===== src/rtl/pipe_skid_stage_if.sv =====
// Valid/ready channel bundle for pipe_skid_stage: upstream accept side and downstream emit side.
interface pipe_skid_stage_if #(
  parameter int unsigned WIDTH = 32
);
  logic             in_valid;
  logic             in_ready;
  logic [WIDTH-1:0] in_data;
  logic             out_valid;
  logic             out_ready;
  logic [WIDTH-1:0] out_data;
  logic [1:0]       occupancy;

  // Stage view: consumes the upstream beat, produces the downstream beat.
  modport slave (
    input  in_valid, in_data, out_ready,
    output in_ready, out_valid, out_data, occupancy
  );

  // Surrounding-logic view: drives upstream beats and downstream back-pressure.
  modport master (
    output in_valid, in_data, out_ready,
    input  in_ready, out_valid, out_data, occupancy
  );
endinterface


===== src/rtl/pipe_skid_stage.sv =====
// Parametrised pipeline stage register with valid/ready handshake, 2-entry skid buffer,
// registered in_ready (no combinational path from out_ready) and synchronous flush.
module pipe_skid_stage #(
  parameter int unsigned           WIDTH      = 32,
  parameter logic [WIDTH-1:0]      BUBBLE_VAL = '0
) (
  input  logic             CLK,
  input  logic             Reset,
  input  logic             Flush,
  pipe_skid_stage_if.slave bus
);

  // Encoding equals the number of held beats, so occupancy is the state itself.
  typedef enum logic [1:0] {
    EMPTY = 2'd0,
    ONE   = 2'd1,
    FULL  = 2'd2
  } state_t;

  state_t           state_q, state_d;
  logic [WIDTH-1:0] main_q, main_d;
  logic [WIDTH-1:0] skid_q, skid_d;
  logic             accept, emit;

  assign bus.in_ready  = (state_q != FULL);
  assign bus.out_valid = (state_q != EMPTY);
  assign bus.out_data  = main_q;
  assign bus.occupancy = state_q;

  assign accept = bus.in_valid & bus.in_ready;
  assign emit   = bus.out_valid & bus.out_ready;

  always_ff @(posedge CLK) begin
    if (Reset) begin
      state_q <= EMPTY;
      main_q  <= BUBBLE_VAL;
    end else begin
      state_q <= state_d;
      main_q  <= main_d;
    end
    skid_q <= skid_d;
  end

  // main_q is reloaded with BUBBLE_VAL whenever the stage drains, so out_data needs no output mux.
  always_comb begin
    state_d = state_q;
    main_d  = main_q;
    skid_d  = skid_q;
    unique case (state_q)
      EMPTY: begin
        if (accept) begin
          state_d = ONE;
          main_d  = bus.in_data;
        end
      end
      ONE: begin
        if (accept && !emit) begin
          state_d = FULL;
          skid_d  = bus.in_data;
        end else if (accept && emit) begin
          main_d  = bus.in_data;
        end else if (emit) begin
          state_d = EMPTY;
          main_d  = BUBBLE_VAL;
        end
      end
      FULL: begin
        if (emit) begin
          state_d = ONE;
          main_d  = skid_q;
        end
      end
      default: begin
        state_d = EMPTY;
        main_d  = BUBBLE_VAL;
      end
    endcase
    if (Flush) begin
      state_d = EMPTY;
      main_d  = BUBBLE_VAL;
    end
  end

endmodule


===== src/flat_wrapper.sv =====
// flat-port wrapper written by rule: the top's interface ports become plain ports
module pipe_skid_stage_flat 
#(
  parameter int unsigned           WIDTH      = 32,
  parameter logic [WIDTH-1:0]      BUBBLE_VAL = '0
)
  (CLK, Reset, Flush, bus_in_valid, bus_in_data, bus_out_ready, bus_in_ready, bus_out_valid, bus_out_data, bus_occupancy);
  pipe_skid_stage_if #(.WIDTH(WIDTH)) bus_i ();
  input  logic CLK;
  input  logic Reset;
  input  logic Flush;
  input wire logic [$bits(bus_i.in_valid)-1:0] bus_in_valid;
  input wire logic [$bits(bus_i.in_data)-1:0] bus_in_data;
  input wire logic [$bits(bus_i.out_ready)-1:0] bus_out_ready;
  output wire logic [$bits(bus_i.in_ready)-1:0] bus_in_ready;
  output wire logic [$bits(bus_i.out_valid)-1:0] bus_out_valid;
  output wire logic [$bits(bus_i.out_data)-1:0] bus_out_data;
  output wire logic [$bits(bus_i.occupancy)-1:0] bus_occupancy;
  assign bus_i.in_valid = bus_in_valid;
  assign bus_i.in_data = bus_in_data;
  assign bus_i.out_ready = bus_out_ready;
  assign bus_in_ready = bus_i.in_ready;
  assign bus_out_valid = bus_i.out_valid;
  assign bus_out_data = bus_i.out_data;
  assign bus_occupancy = bus_i.occupancy;
  pipe_skid_stage #(.WIDTH(WIDTH), .BUBBLE_VAL(BUBBLE_VAL)) u_core (.CLK(CLK), .Reset(Reset), .Flush(Flush), .bus(bus_i));
endmodule

===== config.mk =====
export PLATFORM = sky130hd
export DESIGN_NAME = pipe_skid_stage_flat
export DESIGN_NICKNAME = d
export VERILOG_FILES = /design/src/rtl/pipe_skid_stage_if.sv /design/src/rtl/pipe_skid_stage.sv /design/src/flat_wrapper.sv
export SDC_FILE = /design/constraint.sdc
export NUM_CORES = 1
export LEC_CHECK = 0
export BUFFER_PORTS_ARGS = -buffer_cell sky130_fd_sc_hd__clkbuf_2
export CORE_MARGIN = 2
export CORE_UTILIZATION = 51
export CTS_BUF_LIST = sky130_fd_sc_hd__clkbuf_4 sky130_fd_sc_hd__clkbuf_8 sky130_fd_sc_hd__clkbuf_16
export DETAILED_ROUTE_END_ITERATION = 7
export PLACE_DENSITY = 0.82
export RECOVER_POWER = 50
export SETUP_SLACK_MARGIN = 0.4
export SYNTH_ARGS = -nofsm -noshare
export SYNTH_HDL_FRONTEND = slang
export SYNTH_SLANG_ARGS = --single-unit

===== constraint.sdc =====
create_clock -name CLK -period 2.5 [get_ports CLK]
set_input_delay 0.5 -clock CLK [delete_from_list [all_inputs] [get_ports CLK]]
set_output_delay 0.5 -clock CLK [all_outputs]
set_load 0.05 [all_outputs]

=== Word level (Yosys, flattened, before mapping) ===
Cells that the tools add are included.

* Bits in registers: 66
* Bits of input ports: 37
* Output and inout bits: 36
* Word-level logic and storage cells: 35

* Equality and inequality tests: 9
* Muxes and demuxes: 12
* Bitwise logic cells: 2
* Reductions and logical operators: 9

{| class="wikitable"
|+ Operator list
! cell !! count
|-
| $mux W32 || 5
|-
| $pmux W32 S3 || 1
|-
| $mux W2 || 5
|-
| $reduce_and A4 Y1 || 2
|-
| $ne A3 B1 Y1 const B || 2
|-
| $pmux W2 S3 || 1
|-
| $ne A2 B1 Y1 const B || 2
|-
| $ne A2 B2 Y1 const B || 2
|-
| $ne A3 B2 Y1 const B || 1
|-
| $and A1 B1 Y1 || 2
|-
| $eq A2 B1 Y1 const B || 1
|-
| $eq A2 B2 Y1 const B || 1
|-
| $logic_and A1 B1 Y1 || 2
|-
| $logic_not A2 Y1 || 1
|-
| $reduce_and A2 Y1 || 1
|-
| $reduce_bool A2 Y1 || 1
|-
| $reduce_or A2 Y1 || 1
|-
| $logic_not A1 Y1 || 1
|}

=== Longest topological paths before layout ===
Gate-level depths: netlist of run 1.

* Depth after elaboration: 6
* Depth in mapped cells: 5

=== Least setup slack after synthesis of run 1 ===
No wires, ideal clock.

* Kind: reg2reg
* Start: reg u_core.state_q[0] (netlist: u_core.bus.occupancy[0])
* End: reg u_core.skid_q[0], enable pin
* Library setup time: 392 ps
* Data arrival time: 1836 ps
* Data required time: 2108 ps
* Path slack: 272 ps
* Cell stages (with the launch flop): 3
* Path buffers: 0
* Clock period less this slack: 2228 ps
* Cells stage by stage: dfxtp_1 nor2b_2 and2_1

* Longest elaborated chain between the ends: 5
* Elaborated cells between the ends (all ways): 8
* Classes of those cells: eq/ne: 2; bitwise: 2; reduce/logical: 4

{| class="wikitable"
|+ RTL lines
! item !! line !! RTL
|-
| start: declaration || pipe_skid_stage.sv:20 || <nowiki>state_t state_q, state_d;</nowiki>
|-
| start signal: assignment || pipe_skid_stage.sv:38 || <nowiki>state_q <= state_d;</nowiki>
|-
| $reduce_bool A2 Y1 || pipe_skid_stage.sv:26 || <nowiki>assign bus.out_valid = (state_q != EMPTY);</nowiki>
|-
| $and A1 B1 Y1 || pipe_skid_stage.sv:31 || <nowiki>assign emit = bus.out_valid & bus.out_ready;</nowiki>
|-
| $logic_not A1 Y1 || pipe_skid_stage.sv:57 || <nowiki>if (accept && !emit) begin</nowiki>
|-
| $logic_and A1 B1 Y1 || pipe_skid_stage.sv:57 ||
|-
| $reduce_and A2 Y1 (no line) (*) || n/a ||
|-
| end signal: assignment || pipe_skid_stage.sv:41 || <nowiki>skid_q <= skid_d;</nowiki>
|-
| end: declaration || pipe_skid_stage.sv:22 || <nowiki>logic [WIDTH-1:0] skid_q, skid_d;</nowiki>
|}

Every way passes the cells marked *; elsewhere a longest branch is shown, timed or not.
A chain may end at the register's enable or synchronous reset.

=== Final worst setup path of run 1 ===
* Start: reg u_core.state_q[0] (netlist: u_core.bus.occupancy[0])
* End: out bus_in_ready

* Longest elaborated chain between the ends: 1

{| class="wikitable"
|+ RTL lines
! item !! line !! RTL
|-
| $ne A2 B2 Y1 || pipe_skid_stage.sv:25 || <nowiki>assign bus.in_ready = (state_q != FULL);</nowiki>
|-
| end: declaration || flat_wrapper.sv:15 || <nowiki>output wire logic [$bits(bus_i.in_ready)-1:0] bus_in_ready;</nowiki>
|}

No other way between the ends.

==> flow_metrics.env, run 1 <==
export IMPL_viasPerCell=5.562
export IMPL_antenna_found_initial=0
export IMPL_met1_length_um=2454
export IMPL_area_growth_pct=19.82
export IMPL_cts_root_buf="clkbuf_8"
export IMPL_yosysWarnings=0
export IMPL_r2r_start="u_core.bus.occupancy[0]"
export IMPL_synthTopCellsByCount="dfxtp_1 (34), a221o_1 (32), edfxtp_1 (32), nand2_1 (32), nor3_1 (32)"
export IMPL_hold_path_startpoint="bus_in_data[4]"
export IMPL_dr_wl_met3_um=449
export IMPL_drive_gt1_share_pct=15.02
export IMPL_critPathLaunchType="register"
export IMPL_routed_top_layer="met4"
export IMPL_synthesis_nets=233
export IMPL_timing_fmax_ghz=0.4825
export IMPL_start_util_pct=52.97
export IMPL_critical_path_class="reg -> out"
export IMPL_tightest_slew_ns=0.8253
export IMPL_crit_buf_inv=2
export IMPL_hold_end="u_core.skid_q[4]"
export IMPL_grtUsageTotal_pct=21.99
export IMPL_drt_iter0_drc=130
export IMPL_vias=1891
export IMPL_p_per_area_nw_per_um2=714.8
export IMPL_r2r_end="u_core.skid_q[5]"
export IMPL_drc=0
export IMPL_die_h_um=74.28
export IMPL_fin_crit_sh_pct=82.90
export IMPL_clk_pin_slew_worst_paths_ns=0.07
export IMPL_grt_setup_unrepaired="true"
export IMPL_cp_top_family="buffers and inverters"
export IMPL_drtPass1Iterations=4
export IMPL_seq_area_frac_synth_pct=65.18
export IMPL_place_gp_congestion=0.7308
export IMPL_core_region_area_sq_um=4755
export IMPL_ant_nets=0
export IMPL_grt_pass1_vias=1852
export IMPL_grt_max_degree=35
export IMPL_cpPeakStageDelay_ns=0.40
export IMPL_synthArstFlopShare_pct=0
export IMPL_hold_path_class="in -> reg"
export IMPL_dp_hpwl_um=3425
export IMPL_synth_main_ff_cell="dfxtp_1"
export IMPL_ir_worst_vdd_mv=0.4658
export IMPL_yosys_register_bits=66
export IMPL_maxSlewHeadroom_pct=44.92
export IMPL_setup_viol=0
export IMPL_cts_buffers=9
export IMPL_syn_inst=196
export IMPL_met2_length_um=2576
export IMPL_period_minus_slack_ns=2.073
export IMPL_cp_startpoint="u_core.bus.occupancy[0]"
export IMPL_hold_buffers=0
export IMPL_drv_slew=0
export IMPL_cp_end_kind="primary output"
export IMPL_r2r_setup_slack_ns=0.73
export IMPL_htreeDepth=3
export IMPL_synth_edf_count=32
export IMPL_rr_worst_depth=3
export IMPL_cp_required_ns=2.00
export IMPL_fin_tns_setup_ns=0
export IMPL_hold_viol_final=0
export IMPL_total_power_mw=2.157
export IMPL_cts_setup_buffers=0
export IMPL_path_cells="nand2b_1 -> buf_6 -> buf_2"
export IMPL_cp_slowest_cell="dfxtp_1"
export IMPL_avgRoutedWirePerCell_um=16.33
export IMPL_worstSkewPairLatency_ns=0.33
export IMPL_path_max_fanout=34
export IMPL_io_pin_count=73
export IMPL_layout_nets=305
export IMPL_yosysTopAreaCellShare_pct=38.15
export IMPL_final_cell_area_sq_um=3018
export IMPL_status="finished clean"
export IMPL_yosysTopAreaCell="edfxtp_1"
export IMPL_ys_types=23
export IMPL_num_antenna_cells=0
export IMPL_dpl_cell_area_sq_um=2904
export IMPL_placementRows=25
export IMPL_clockBufferDepth=2
export IMPL_wl_um=5553
export IMPL_tritoncts="built"
export IMPL_die_x_um=74.28
export IMPL_cap_viol_max_count=0
export IMPL_grt_pass1_wl_um=8928
export IMPL_syn_area_sq_um=2519
export IMPL_whs_ns=0.3566
export IMPL_min_path_cells=1
export IMPL_avgSynthCellArea_sq_um=12.85
export IMPL_p_leak_nw=1.034
export IMPL_cp_data_arrival_time_ns=1.57
export IMPL_yosysMostFrequentCell="dfxtp_1"
export IMPL_finalClockSkew_ns=0.007132
export IMPL_clock_sink_count=66
export IMPL_portBuffers=72
export IMPL_grt_overflow_total=0
export IMPL_synth_area_leaders="edfxtp_1 (38%), dfxtp_1 (27%), a221o_1 (13%), nor3_1 (6.4%), nand2_1 (4.8%)"
export IMPL_dieArea_sq_um=5517
-- layout make-up --
cell class / instances / area [sq um]
fill: 420 / 1737
tap: 67 / 83.83
clock inverter: 7 / 46.29
sequential: 66 / 1642
timing repair buffer: 78 / 355.3
multi-input combinational: 113 / 767.0
clock buffer: 9 / 123.9
-- cell families after synthesis --
logic type,share of synthesized area [%]
simple gates,14.11
flops,65.18
buf+inv,5.167
mux,0.8445
compound gates,14.70
-- how the worst max path moves through the flow --
stage / end / slack [ns] / cells after the start
6_report: bus_in_ready / 0.43 / 3
5_1_grt: bus_in_ready / 0.35 / 3
4_1_cts: bus_in_ready / 0.40 / 3
3_5_place_dp: u_core.bus.out_data[12] / 0.12 / 4
3_3_place_gp: u_core.bus.out_data[13] / 0.20 / 4
2_1_floorplan: u_core.skid_q[0] / 0.60 / 2
-- placed cells by master, fill, tap and decap left out, drive strengths merged, types with 2 or more instances in the layout --
cell type,Yosys,final
clkinv,0,4
or2,3,3
nor2b,2,2
o32ai,2,2
nand2,32,32
nor3b,1,2
nor3,32,32
dfxtp,34,34
buf,10,6
a221o,32,32
clkinvlp,0,3
clkbuf,8,81
edfxtp,32,32
-- where the power goes --
group	internal [mW]	total, mW	leakage [nW]	switching [mW]
Clock	0.355	0.763	0.0810	0.408
Sequential	1.16	1.18	0.566	0.0143
Combinational	0.0594	0.217	0.387	0.158
Total	1.58	2.16	1.03	0.581
-- through the flow --
stage / worst slack [ns] / util, % / cells
final: 0.4275 / 63.47 / 340
after global routing: 0.3526 / 63.47 / 340
after CTS: 0.3994 / 65.00 / 340
after detailed placement: 0.1237 / 61.08 / 323
after global placement: 0.1993 / 61.08 / 323
after floorplan: 0.5982 / - / 196
-- worst register-to-register path: stages (launching register included) --
cell	delay, ns
dfxtp_1	0.40
nor2b_2	0.37
and2_2	0.50
buf_12	0.22
-- flip-flops by register name, summed over array words and instances (netlist names) --
register,flops
u_core.bus.out_data,32
u_core.skid_q,32
u_core.bus.occupancy,2
-- layer usage --
metal / up-vias / GRT usage (%)
li1: 903 / -
met1: 894 / 30.42
met2: 88 / 32.14
met3: 6 / 6.098
met4: 0 / 10.71
met5: - / 0
-- what timing repair did --
action / CTS / global route
resized for setup: 1 / 2
gates cloned: 1 / 0
setup endpoints to repair: 2 / 17
pin swaps: 0 / 0
No activity file was read; power rests on OpenSTA's default activity.
==> inputs of run 2 (changes only) <==
- clock period: 2.5 -> 1.95 ns (I/O delays scaled with it)
==> run 2 against run 1 <==
Utilization is 2.8 points higher. Register-to-register slack lost 0.32 ns. Non-clock buffer count is 9 higher. Highest routed layer unchanged.
==> flow_metrics.env, run 2 (same netlist as run 1, synthesis figures left out) <==
export IMPL_status="finished clean"
export IMPL_grtUsageTotal_pct=21.08
export IMPL_cp_data_arrival_time_ns=1.19
export IMPL_fin_crit_sh_pct=80.95
export IMPL_ant_nets=0
export IMPL_cp_slowest_cell="clkbuf_1"
export IMPL_dp_hpwl_um=3409
export IMPL_cap_viol_max_count=0
export IMPL_cp_top_family="buffers and inverters"
export IMPL_area_growth_pct=25.19
export IMPL_grt_overflow_total=0
export IMPL_worstSkewPairLatency_ns=0.34
export IMPL_cp_end_kind="primary output"
export IMPL_die_h_um=74.28
export IMPL_vias=1887
export IMPL_viasPerCell=5.438
export IMPL_crit_buf_inv=1
export IMPL_placementRows=25
export IMPL_fin_tns_setup_ns=0
export IMPL_drtPass1Iterations=4
export IMPL_ir_worst_vdd_mv=0.5344
export IMPL_clock_sink_count=66
export IMPL_setup_viol=0
export IMPL_period_minus_slack_ns=1.578
export IMPL_final_common_cell="clkbuf_1"
export IMPL_io_pin_count=73
export IMPL_tritoncts="built"
export IMPL_tightest_slew_ns=0.6171
export IMPL_drt_iter0_drc=141
export IMPL_critPathLaunchType="register"
export IMPL_place_gp_congestion=0.7589
export IMPL_grt_pass1_wl_um=8411
export IMPL_cts_buffers=9
export IMPL_path_max_fanout=6
export IMPL_grt_setup_unrepaired="true"
export IMPL_hold_buffers=0
export IMPL_clk_pin_slew_worst_paths_ns=0.07
export IMPL_cts_root_buf="clkbuf_8"
export IMPL_avgRoutedWirePerCell_um=15.64
export IMPL_num_antenna_cells=0
export IMPL_cp_required_ns=1.56
export IMPL_htreeDepth=3
export IMPL_antenna_found_initial=0
export IMPL_timing_fmax_ghz=0.6335
export IMPL_path_cells="clkbuf_1"
export IMPL_maxSlewHeadroom_pct=59.03
export IMPL_portBuffers=72
export IMPL_regArea_sq_um=1649
export IMPL_drive_gt1_share_pct=17.14
export IMPL_drv_slew=0
export IMPL_layout_nets=313
export IMPL_core_region_area_sq_um=4755
export IMPL_wl_um=5427
export IMPL_critical_path_class="reg -> out"
export IMPL_hold_path_class="in -> reg"
export IMPL_layout_setup_ws_ns=0.3715
export IMPL_multi_input_area_sq_um=759.5
export IMPL_grt_pass1_vias=1783
export IMPL_finalClockSkew_ns=0.008624
export IMPL_nFillCells=399
export IMPL_whs_ns=0.2448
export IMPL_grt_max_degree=33
export IMPL_p_leak_nw=1.125
export IMPL_drc=0
export IMPL_start_util_pct=52.97
export IMPL_p_per_area_nw_per_um2=946.1
export IMPL_cpPeakStageDelay_ns=0.47
export IMPL_die_x_um=74.28
export IMPL_place_ws_ns=0.3255
export IMPL_dieArea_sq_um=5517
export IMPL_clockBufferDepth=2
export IMPL_hold_viol_final=0
[run 2: final cells by class]
class	instances	area share (%)
clock buffers	11	5.159
clock inverters	4	1.548
multi-input cells	112	24.09
flip-flops and latches	66	52.30
well taps	67	2.659
repair buffers	87	14.25
[run 2: per-layer routing]
metal / up-vias / track usage, % / part of all wire, %
met4: 0 / 10.71 / 1.9
met5: - / 0 / 0
li1: 911 / - / -
met2: 81 / 33.43 / 49
met1: 885 / 25.62 / 43
met3: 10 / 7.453 / 6.6
[run 2: per-stage QoR]
stage	instance area [sq um]	power [mW]	cells	utilization, %
6_report	3153	2.983	347	66.32
5_1_grt	3153	3.086	347	66.32
4_1_cts	3213	3.009	344	67.58
3_5_place_dp	2928	1.827	327	61.58
3_3_place_gp	2928	1.823	327	61.58
2_1_floorplan	2526	1.735	196	-
[run 2: final timing paths]
kind,start,to,slack (ns),cells past startpoint
worst max-delay path,u_core.bus.occupancy[1],bus_occupancy[1],0.37,1
worst min-delay path,bus_in_data[5],u_core.skid_q[5],0.24,1
worst max register to register,u_core.bus.occupancy[0],u_core.bus.out_data[24],0.41,5
worst min register to register,u_core.bus.out_data[23],u_core.bus.out_data[23],0.49,1
[run 2: repair_timing]
| action | CTS | global route |
|---|---|---|
| gates resized for setup | 9 | 1 |
| pin swaps | 0 | 0 |
| endpoints found under the setup margin | 2 | 33 |
| gates cloned | 1 | 0 |
| buffers inserted | 1 | 3 |
[run 2: power by group]
part	switching (mW)	total, mW	internal, mW
Sequential	0.0179	1.51	1.49
Clock	0.499	1.19	0.693
Combinational	0.200	0.283	0.0837
